### src/rtl/gtp_pkg.sv
// gtp_pkg: shared FSM encoding and default credit constants for the GTP credit controller
package gtp_pkg;

   typedef enum logic [2:0] {
      DOWN = 3'b001,
      LOAD = 3'b010,
      RUN  = 3'b100
   } state_t;

   localparam int GTP_NUM_VC       = 3;
   localparam int GTP_CNT_W        = 5;
   localparam int GTP_INIT_CREDITS = 16;
   localparam int GTP_XOFF_THRESH  = 0;

   // Credit-return VC is binary encoded; code 3 carries no VC and is dropped
   localparam int                   GTP_CVC_W    = 2;
   localparam logic [GTP_CVC_W-1:0] GTP_CVC_NONE = 2'd3;

endpackage

### src/rtl/gtp_vc_credit_ctl_if.sv
// gtp_vc_credit_ctl_if: packetizer SOP/xoff and credit-return bundle of the GTP credit controller
interface gtp_vc_credit_ctl_if
   import gtp_pkg::*;
#(
   parameter int NUM_VC = GTP_NUM_VC,
   parameter int CNT_W  = GTP_CNT_W
);

   logic                    i_gtp_out_sop;
   logic [NUM_VC-1:0]       i_gtp_out_vc_enq;
   logic                    i_credit_valid;
   logic [GTP_CVC_W-1:0]    i_credit_vc;
   logic [CNT_W-1:0]        i_credit_cnt;
   logic [NUM_VC-1:0]       o_gtp_out_xoff;
   logic [NUM_VC*CNT_W-1:0] o_credit_level;

   modport master (
      output i_gtp_out_sop, i_gtp_out_vc_enq, i_credit_valid, i_credit_vc, i_credit_cnt,
      input  o_gtp_out_xoff, o_credit_level
   );

   modport slave (
      input  i_gtp_out_sop, i_gtp_out_vc_enq, i_credit_valid, i_credit_vc, i_credit_cnt,
      output o_gtp_out_xoff, o_credit_level
   );

endinterface

### src/rtl/gtp_credit_cnt.sv
// gtp_credit_cnt: one VC's saturating credit counter with sticky ovf/udf flags and registered xoff
module gtp_credit_cnt #(
   parameter int CNT_W        = 5,
   parameter int INIT_CREDITS = 16,
   parameter int XOFF_THRESH  = 0
) (
   input  logic             clk_gtp,
   input  logic             rst_gtp_n,
   input  logic             load,
   input  logic             clear,
   input  logic             run,
   input  logic             off,
   input  logic             consume,
   input  logic [CNT_W-1:0] ret,
   output logic [CNT_W-1:0] cnt,
   output logic             xoff,
   output logic             ovf,
   output logic             udf
);

   localparam logic [CNT_W:0]   INIT_W = (CNT_W+1)'(INIT_CREDITS);
   localparam logic [CNT_W-1:0] INIT_C = CNT_W'(INIT_CREDITS);
   localparam logic [CNT_W-1:0] THR    = CNT_W'(XOFF_THRESH);

   logic [CNT_W:0]   sum, diff;
   logic [CNT_W-1:0] cnt_d;
   logic             under, over, ovf_d, udf_d;

   // Net update one bit wider than the counter; underflow only when nothing is left after the return
   always_comb begin
      sum   = {1'b0, cnt} + {1'b0, ret};
      under = consume && sum == '0;
      diff  = sum - {{CNT_W{1'b0}}, consume};
      over  = !under && diff > INIT_W;
      cnt_d = clear ? '0 : load ? INIT_C : !run ? cnt : under ? '0 : over ? INIT_C : diff[CNT_W-1:0];
      ovf_d = load ? 1'b0 : ovf | (run & !clear & over);
      udf_d = load ? 1'b0 : udf | (run & !clear & under);
   end

   // Counter, flags and xoff all register together so levels and xoff never disagree
   always_ff @(posedge clk_gtp or negedge rst_gtp_n) begin
      if (!rst_gtp_n) begin
         cnt  <= '0;
         xoff <= 1'b1;
         ovf  <= 1'b0;
         udf  <= 1'b0;
      end else begin
         cnt  <= cnt_d;
         xoff <= off | (cnt_d <= THR);
         ovf  <= ovf_d;
         udf  <= udf_d;
      end
   end

endmodule

### src/rtl/gtp_vc_credit_ctl.sv
// gtp_vc_credit_ctl: per-VC credit flow control for the GTP network-in path; GTP_CREDIT_STATS_EN adds stall counters
module gtp_vc_credit_ctl
   import gtp_pkg::*;
#(
   parameter int NUM_VC       = GTP_NUM_VC,
   parameter int CNT_W        = GTP_CNT_W,
   parameter int INIT_CREDITS = GTP_INIT_CREDITS,
   parameter int XOFF_THRESH  = GTP_XOFF_THRESH
) (
   input  logic              clk_gtp,
   input  logic              rst_gtp_n,
   input  logic              i_link_up,
   gtp_vc_credit_ctl_if.slave bus,
   output logic [NUM_VC-1:0] o_err_ovf,
   output logic [NUM_VC-1:0] o_err_udf,
   output logic [2:0]        o_state
`ifdef GTP_CREDIT_STATS_EN
   ,
   input  logic                 i_stats_clr,
   output logic [NUM_VC*32-1:0] o_stall_cnt
`endif
);

   state_t                  state, state_next;
   logic [NUM_VC-1:0]       xoff;
   logic [NUM_VC*CNT_W-1:0] lvl;

   // Link state register
   always_ff @(posedge clk_gtp or negedge rst_gtp_n) begin
      if (!rst_gtp_n) state <= DOWN;
      else            state <= state_next;
   end

   // Down waits for link, Load lasts one cycle, Run holds while the link stays up
   always_comb begin
      state_next = (state == DOWN) ? (i_link_up ? LOAD : DOWN) :
                   (state == LOAD) ? RUN :
                   (state == RUN && i_link_up) ? RUN : DOWN;
   end

   assign o_state            = state;
   assign bus.o_gtp_out_xoff = xoff;
   assign bus.o_credit_level = lvl;

   for (genvar v = 0; v < NUM_VC; v++) begin : g_vc
      logic [CNT_W-1:0] ret;

      assign ret = (bus.i_credit_valid && bus.i_credit_vc != GTP_CVC_NONE &&
                    bus.i_credit_vc == GTP_CVC_W'(v)) ? bus.i_credit_cnt : '0;

      gtp_credit_cnt #(
         .CNT_W       (CNT_W),
         .INIT_CREDITS(INIT_CREDITS),
         .XOFF_THRESH (XOFF_THRESH)
      ) u_cnt (
         .clk_gtp  (clk_gtp),
         .rst_gtp_n(rst_gtp_n),
         .load     (state == LOAD),
         .clear    (state_next == DOWN),
         .run      (state == RUN),
         .off      (state_next != RUN),
         .consume  (bus.i_gtp_out_sop & bus.i_gtp_out_vc_enq[v]),
         .ret      (ret),
         .cnt      (lvl[v*CNT_W +: CNT_W]),
         .xoff     (xoff[v]),
         .ovf      (o_err_ovf[v]),
         .udf      (o_err_udf[v])
      );

`ifdef GTP_CREDIT_STATS_EN
      logic [31:0] stall;

      // Saturating count of Run cycles this VC spends stopped; clear beats increment
      always_ff @(posedge clk_gtp or negedge rst_gtp_n) begin
         if (!rst_gtp_n)                                stall <= '0;
         else if (i_stats_clr)                          stall <= '0;
         else if (state == RUN && xoff[v] && stall != '1) stall <= stall + 32'd1;
      end

      assign o_stall_cnt[v*32 +: 32] = stall;
`endif
   end

endmodule

### src/flat_wrapper.sv
// flat-port wrapper written by rule: the top's interface ports become plain ports
module gtp_vc_credit_ctl_flat import gtp_pkg::*;
#(
   parameter int NUM_VC       = GTP_NUM_VC,
   parameter int CNT_W        = GTP_CNT_W,
   parameter int INIT_CREDITS = GTP_INIT_CREDITS,
   parameter int XOFF_THRESH  = GTP_XOFF_THRESH
)
  (clk_gtp, rst_gtp_n, i_link_up, o_err_ovf, o_err_udf, o_state, bus_i_gtp_out_sop, bus_i_gtp_out_vc_enq, bus_i_credit_valid, bus_i_credit_vc, bus_i_credit_cnt, bus_o_gtp_out_xoff, bus_o_credit_level);
  gtp_vc_credit_ctl_if #(.NUM_VC(NUM_VC), .CNT_W(CNT_W)) bus_i ();
  input  logic clk_gtp;
  input  logic rst_gtp_n;
  input  logic i_link_up;
  output logic [NUM_VC-1:0] o_err_ovf;
  output logic [NUM_VC-1:0] o_err_udf;
  output logic [2:0] o_state;
  input wire logic [$bits(bus_i.i_gtp_out_sop)-1:0] bus_i_gtp_out_sop;
  input wire logic [$bits(bus_i.i_gtp_out_vc_enq)-1:0] bus_i_gtp_out_vc_enq;
  input wire logic [$bits(bus_i.i_credit_valid)-1:0] bus_i_credit_valid;
  input wire logic [$bits(bus_i.i_credit_vc)-1:0] bus_i_credit_vc;
  input wire logic [$bits(bus_i.i_credit_cnt)-1:0] bus_i_credit_cnt;
  output wire logic [$bits(bus_i.o_gtp_out_xoff)-1:0] bus_o_gtp_out_xoff;
  output wire logic [$bits(bus_i.o_credit_level)-1:0] bus_o_credit_level;
  assign bus_i.i_gtp_out_sop = bus_i_gtp_out_sop;
  assign bus_i.i_gtp_out_vc_enq = bus_i_gtp_out_vc_enq;
  assign bus_i.i_credit_valid = bus_i_credit_valid;
  assign bus_i.i_credit_vc = bus_i_credit_vc;
  assign bus_i.i_credit_cnt = bus_i_credit_cnt;
  assign bus_o_gtp_out_xoff = bus_i.o_gtp_out_xoff;
  assign bus_o_credit_level = bus_i.o_credit_level;
  gtp_vc_credit_ctl #(.NUM_VC(NUM_VC), .CNT_W(CNT_W), .INIT_CREDITS(INIT_CREDITS), .XOFF_THRESH(XOFF_THRESH)) u_core (.clk_gtp(clk_gtp), .rst_gtp_n(rst_gtp_n), .i_link_up(i_link_up), .bus(bus_i), .o_err_ovf(o_err_ovf), .o_err_udf(o_err_udf), .o_state(o_state));
endmodule
### config.mk
export PLATFORM = sky130hd
export DESIGN_NAME = gtp_vc_credit_ctl_flat
export DESIGN_NICKNAME = d
export VERILOG_FILES = /design/src/rtl/gtp_pkg.sv /design/src/rtl/gtp_vc_credit_ctl_if.sv /design/src/rtl/gtp_credit_cnt.sv /design/src/rtl/gtp_vc_credit_ctl.sv /design/src/flat_wrapper.sv
export SDC_FILE = /design/constraint.sdc
export NUM_CORES = 1
export LEC_CHECK = 0
export ABC_AREA = 1
export BUFFER_PORTS_ARGS = -buffer_cell sky130_fd_sc_hd__buf_2
export CAP_MARGIN = 30
export CORE_ASPECT_RATIO = 0.6
export CORE_MARGIN = 2
export CORE_UTILIZATION = 60
export DETAILED_ROUTE_END_ITERATION = 8
export GPL_TIMING_DRIVEN = 0
export PLACE_DENSITY = 0.79
export SYNTH_ARGS = -nofsm -noshare
export SYNTH_HDL_FRONTEND = slang
export SYNTH_HIERARCHICAL = 1
export SYNTH_SLANG_ARGS = --single-unit
### constraint.sdc
create_clock -name clk_gtp -period 3.54 [get_ports clk_gtp]
set_input_delay 0.177 -clock clk_gtp [delete_from_list [all_inputs] [get_ports clk_gtp]]
set_output_delay 0.177 -clock clk_gtp [all_outputs]
set_load 0.01 [all_outputs]
==> impl_results.rst <==
.. list-table::
   :header-rows: 1

   * - Metric
     - Value
   * - Clock transition at path regs
     - 100 ps
   * - Worst slack after detailed placement
     - 762 ps
   * - Total negative slack
     - 0 ps
   * - Clock tree from TritonCTS
     - done
   * - Clk sinks
     - 27
   * - Number of antenna violations at the first check in global routing
     - 0
   * - Cell depth of the worst flop-to-flop path
     - 17
   * - Standard-cell rows
     - 19
   * - Last weighted congestion value of the routability-driven placer
     - 0.903
   * - Final cell utilization of the core
     - 0.699
   * - Cells taking the most area after synthesis
     - sky130_fd_sc_hd__dfrtp_1 20%, sky130_fd_sc_hd__nand2_1 13%, sky130_fd_sc_hd__inv_1 12%
   * - Number of cells in the design after placement
     - 528
   * - Commonest cells after routing, fill and taps aside
     - 99 x sky130_fd_sc_hd__nand2_1, 90 x sky130_fd_sc_hd__inv_1, 41 x sky130_fd_sc_hd__buf_2
   * - Post-Synthesis Cells
     - 424
   * - First-pass GRT wire length
     - 11.3 mm
   * - Global routing met3 resource utilization
     - 0.0410
   * - Register share of total power
     - 0.379
   * - Footprint of the multi-input gates
     - 1810 um^2
   * - Area of the die
     - 5330 um^2
   * - Library cells used by synthesis
     - 18
   * - Sequential cell area
     - 681 um^2
   * - Floorplan Core Area
     - 4560 um^2
   * - Nature of the critical path startpoint
     - input port
   * - Class of the most critical hold timing path
     - in2reg
   * - Skew-Pair Late Insertion Delay
     - 280 ps
   * - Share of Yosys cell area claimed by the top area cell type
     - 0.202
   * - Internal portion of total power
     - 598 uW
   * - Timing-limited maximum frequency
     - 0.395 GHz
   * - Commonest non-fill, non-tap cell in the layout
     - sky130_fd_sc_hd__nand2_1
   * - Buffers on Ports
     - 41
   * - Final Hold Fails
     - 0
   * - Final critical-path share of the clock period
     - 0.715
   * - Hold Crit Depth
     - 3
   * - Clock network fraction of total power
     - 0.179
   * - RSZ-0062 raised after global routing
     - no
   * - Count of vias placed by the detailed router
     - 2655
   * - Half-perimeter wire length after detailed placement
     - 5.48 mm
   * - Avg Vias per Cell
     - 4.98
   * - Residual DRC count
     - 0
   * - Iteration-0 DRC Markers
     - 206
   * - Setup Viol. Count Final
     - 0
   * - Final antenna diode count
     - 0
   * - Total I/O pin count
     - 42
   * - Post-cts gate resize count
     - 0
   * - Outcome
     - finished clean
   * - Crit Path Class
     - in2reg
   * - Largest driver fanout on the critical path
     - 5
   * - Wire per inst
     - 12.4 um
   * - Leakage dissipation
     - 0.00205 uW
   * - Layout Skew
     - 4.84 ps
   * - Switching share of power
     - 0.428
   * - Vias in the first global route
     - 2406
   * - Synth Area per Inst
     - 6.72 um^2
   * - FF+latch count, synth
     - 27
   * - Start point of the worst hold path
     - i_link_up
   * - Global-route usage over all layers
     - 0.266
   * - Master cell of the clock root buffer
     - sky130_fd_sc_hd__clkbuf_8
   * - Vertical extent of the die
     - 57.4 um
   * - Ratio of total power to cell area
     - 328 nW/um^2
   * - Yosys warning count
     - 6
   * - Final Cell Area
     - 3190 um^2
   * - Launch point of the worst path
     - bus_i_credit_vc[0]
   * - Cell type with the highest aggregate area in the netlist
     - sky130_fd_sc_hd__dfrtp_1
   * - Area Overhead vs Synth
     - 12.1%
   * - Final Max Tran Viols
     - 0
   * - Total net switching power
     - 448 uW
   * - CP Data Required Time
     - 3760 ps
   * - Source of the worst register-to-register timing path
     - u_core/g_vc[2].u_cnt/cnt[0]
   * - Number of nets produced by synthesis
     - 463
   * - Combinational share of power
     - 0.442
   * - Tightest slew margin relative to the limit
     - 0.540
   * - Global routing's busiest layer
     - met1
   * - Slack of the critical path
     - 1010 ps
   * - Met1 usage
     - 0.426
   * - Global routing met2 resource utilization
     - 0.399
   * - Floorplan die width
     - 92.9 um
   * - Max Buffers Root-to-Sink
     - 2
   * - Peak supply drop
     - 0.449 mV
   * - Grt ovf
     - 0
   * - Maximum number of pins on one net before global-route repair
     - 28
   * - Num CTS Buffers
     - 3
   * - Ratio of cells with drive above 1 in the final layout
     - 0.274
   * - Cell Area, Synth
     - 2850 um^2
   * - Final wirelength
     - 6.59 mm
   * - Fillers
     - 424
   * - Kind of end point of the critical path
     - register
   * - Instance area after placement
     - 3130 um^2
   * - DRT antenna net count
     - 0
   * - # nets final
     - 510
   * - Number of H-tree levels
     - 1
   * - Number of max-capacitance violations reported
     - 0
   * - Detailed-router iteration count before antenna repair
     - 5
   * - Sequential element share of the synthesized area
     - 0.239
   * - Cell Count, Final, Fillers Out
     - 533
   * - Clock period minus final worst setup slack
     - 2530 ps
   * - Slew at the pin closest to its max-slew limit
     - 688 ps
   * - Worst Path Arrival
     - 2750 ps
   * - Initial cell density of the core
     - 0.624
## worst paths after layout
kind,slack (ps),endpoint
worst max-delay path,1010,u_core/g_vc[0].u_cnt/xoff
worst min-delay path,150,u_core/o_state[1]
worst max register to register,1050,u_core/g_vc[2].u_cnt/xoff
worst min register to register,500,u_core/g_vc[1].u_cnt/ovf
max in group asynchronous,2710,u_core/g_vc[1].u_cnt/cnt[3]
min in group asynchronous,440,u_core/o_state[2]
## power by group through the flow
stage,Clock (uW),Sequential [uW],Combinational [uW]
after floorplan,0,419,305
after global placement,0,400,444
after detailed placement,0,403,457
after CTS,190,398,460
after global routing,202,405,520
final,187,397,462
## metal layers
| layer | routed length (um) | vias up | share of wire |
|---|---|---|---|
| met5 | 0 | - | 0 |
| met3 | 307 | 0 | 0.047 |
| met4 | 0 | 0 | 0 |
| li1 | - | 1405 | - |
| met1 | 3470 | 1182 | 0.53 |
| met2 | 2810 | 68 | 0.43 |
## worst max-delay path, cell delays in order
cell,delay (ps)
sky130_fd_sc_hd__buf_2,100
sky130_fd_sc_hd__inv_1,60
sky130_fd_sc_hd__nand3_1,180
sky130_fd_sc_hd__nor2_1,220
sky130_fd_sc_hd__ha_1,250
sky130_fd_sc_hd__inv_1,70
sky130_fd_sc_hd__fa_1,520
sky130_fd_sc_hd__ha_1,190
sky130_fd_sc_hd__inv_1,50
sky130_fd_sc_hd__nand3_1,70
sky130_fd_sc_hd__nand2_1,80
sky130_fd_sc_hd__nor2_1,140
sky130_fd_sc_hd__nand3_2,90
sky130_fd_sc_hd__nand2_2,110
sky130_fd_sc_hd__nand2_2,60
sky130_fd_sc_hd__inv_2,70
sky130_fd_sc_hd__nand3_2,60
sky130_fd_sc_hd__nand2_2,60
sky130_fd_sc_hd__nand2_2,60
sky130_fd_sc_hd__nand2_2,70
sky130_fd_sc_hd__o21bai_2,70
## state kept, by name, summed over array words and instances (netlist names)
name,flops
u_core/g_vc.u_cnt/cnt,15
u_core/g_vc.u_cnt/ovf,3
u_core/g_vc.u_cnt/udf,3
u_core/g_vc.u_cnt/xoff,3
u_core/o_state,3
## cells in the mapped netlist (all sizes together)
cell type    n
fa           3
nor3         1
nand2      140
a21oi       15
dfstp        4
ha          21
o21bai       3
nor2        47
nand4       12
inv         96
nand3       59
dfrtp       23
## stage by stage
stage	power, uW	hold WS [ps]
final	1050	147
after global routing	1130	151
after CTS	1050	141
after detailed placement	859	213
after global placement	844	212
after floorplan	724	-119
## layout make-up
cell class	instances	share of cell area
clock buffer	3	0.0129
clock inverter	1	0.00274
inverter	96	0.113
multi-input combinational	301	0.566
sequential	27	0.213
tap	63	0.0247
timing repair buffer	42	0.0674
## timing repair
action | CTS | global route
hold endpoints to repair | 23 | 0
setup buffers | 0 | 0
hold buffers | 1 | 0
## cell families (layout without fill, tap and decap cells)
family,after synthesis,in the layout,share of synthesized area
flip-flops,27,27,0.239
AO/OA/AOI/OAI,18,18,0.0382
buffers and inverters,96,142,0.127
AND/OR/NAND/NOR,259,259,0.483
adder cells (fa/ha/maj),24,24,0.113
No activity file was read; power rests on OpenSTA's default activity.
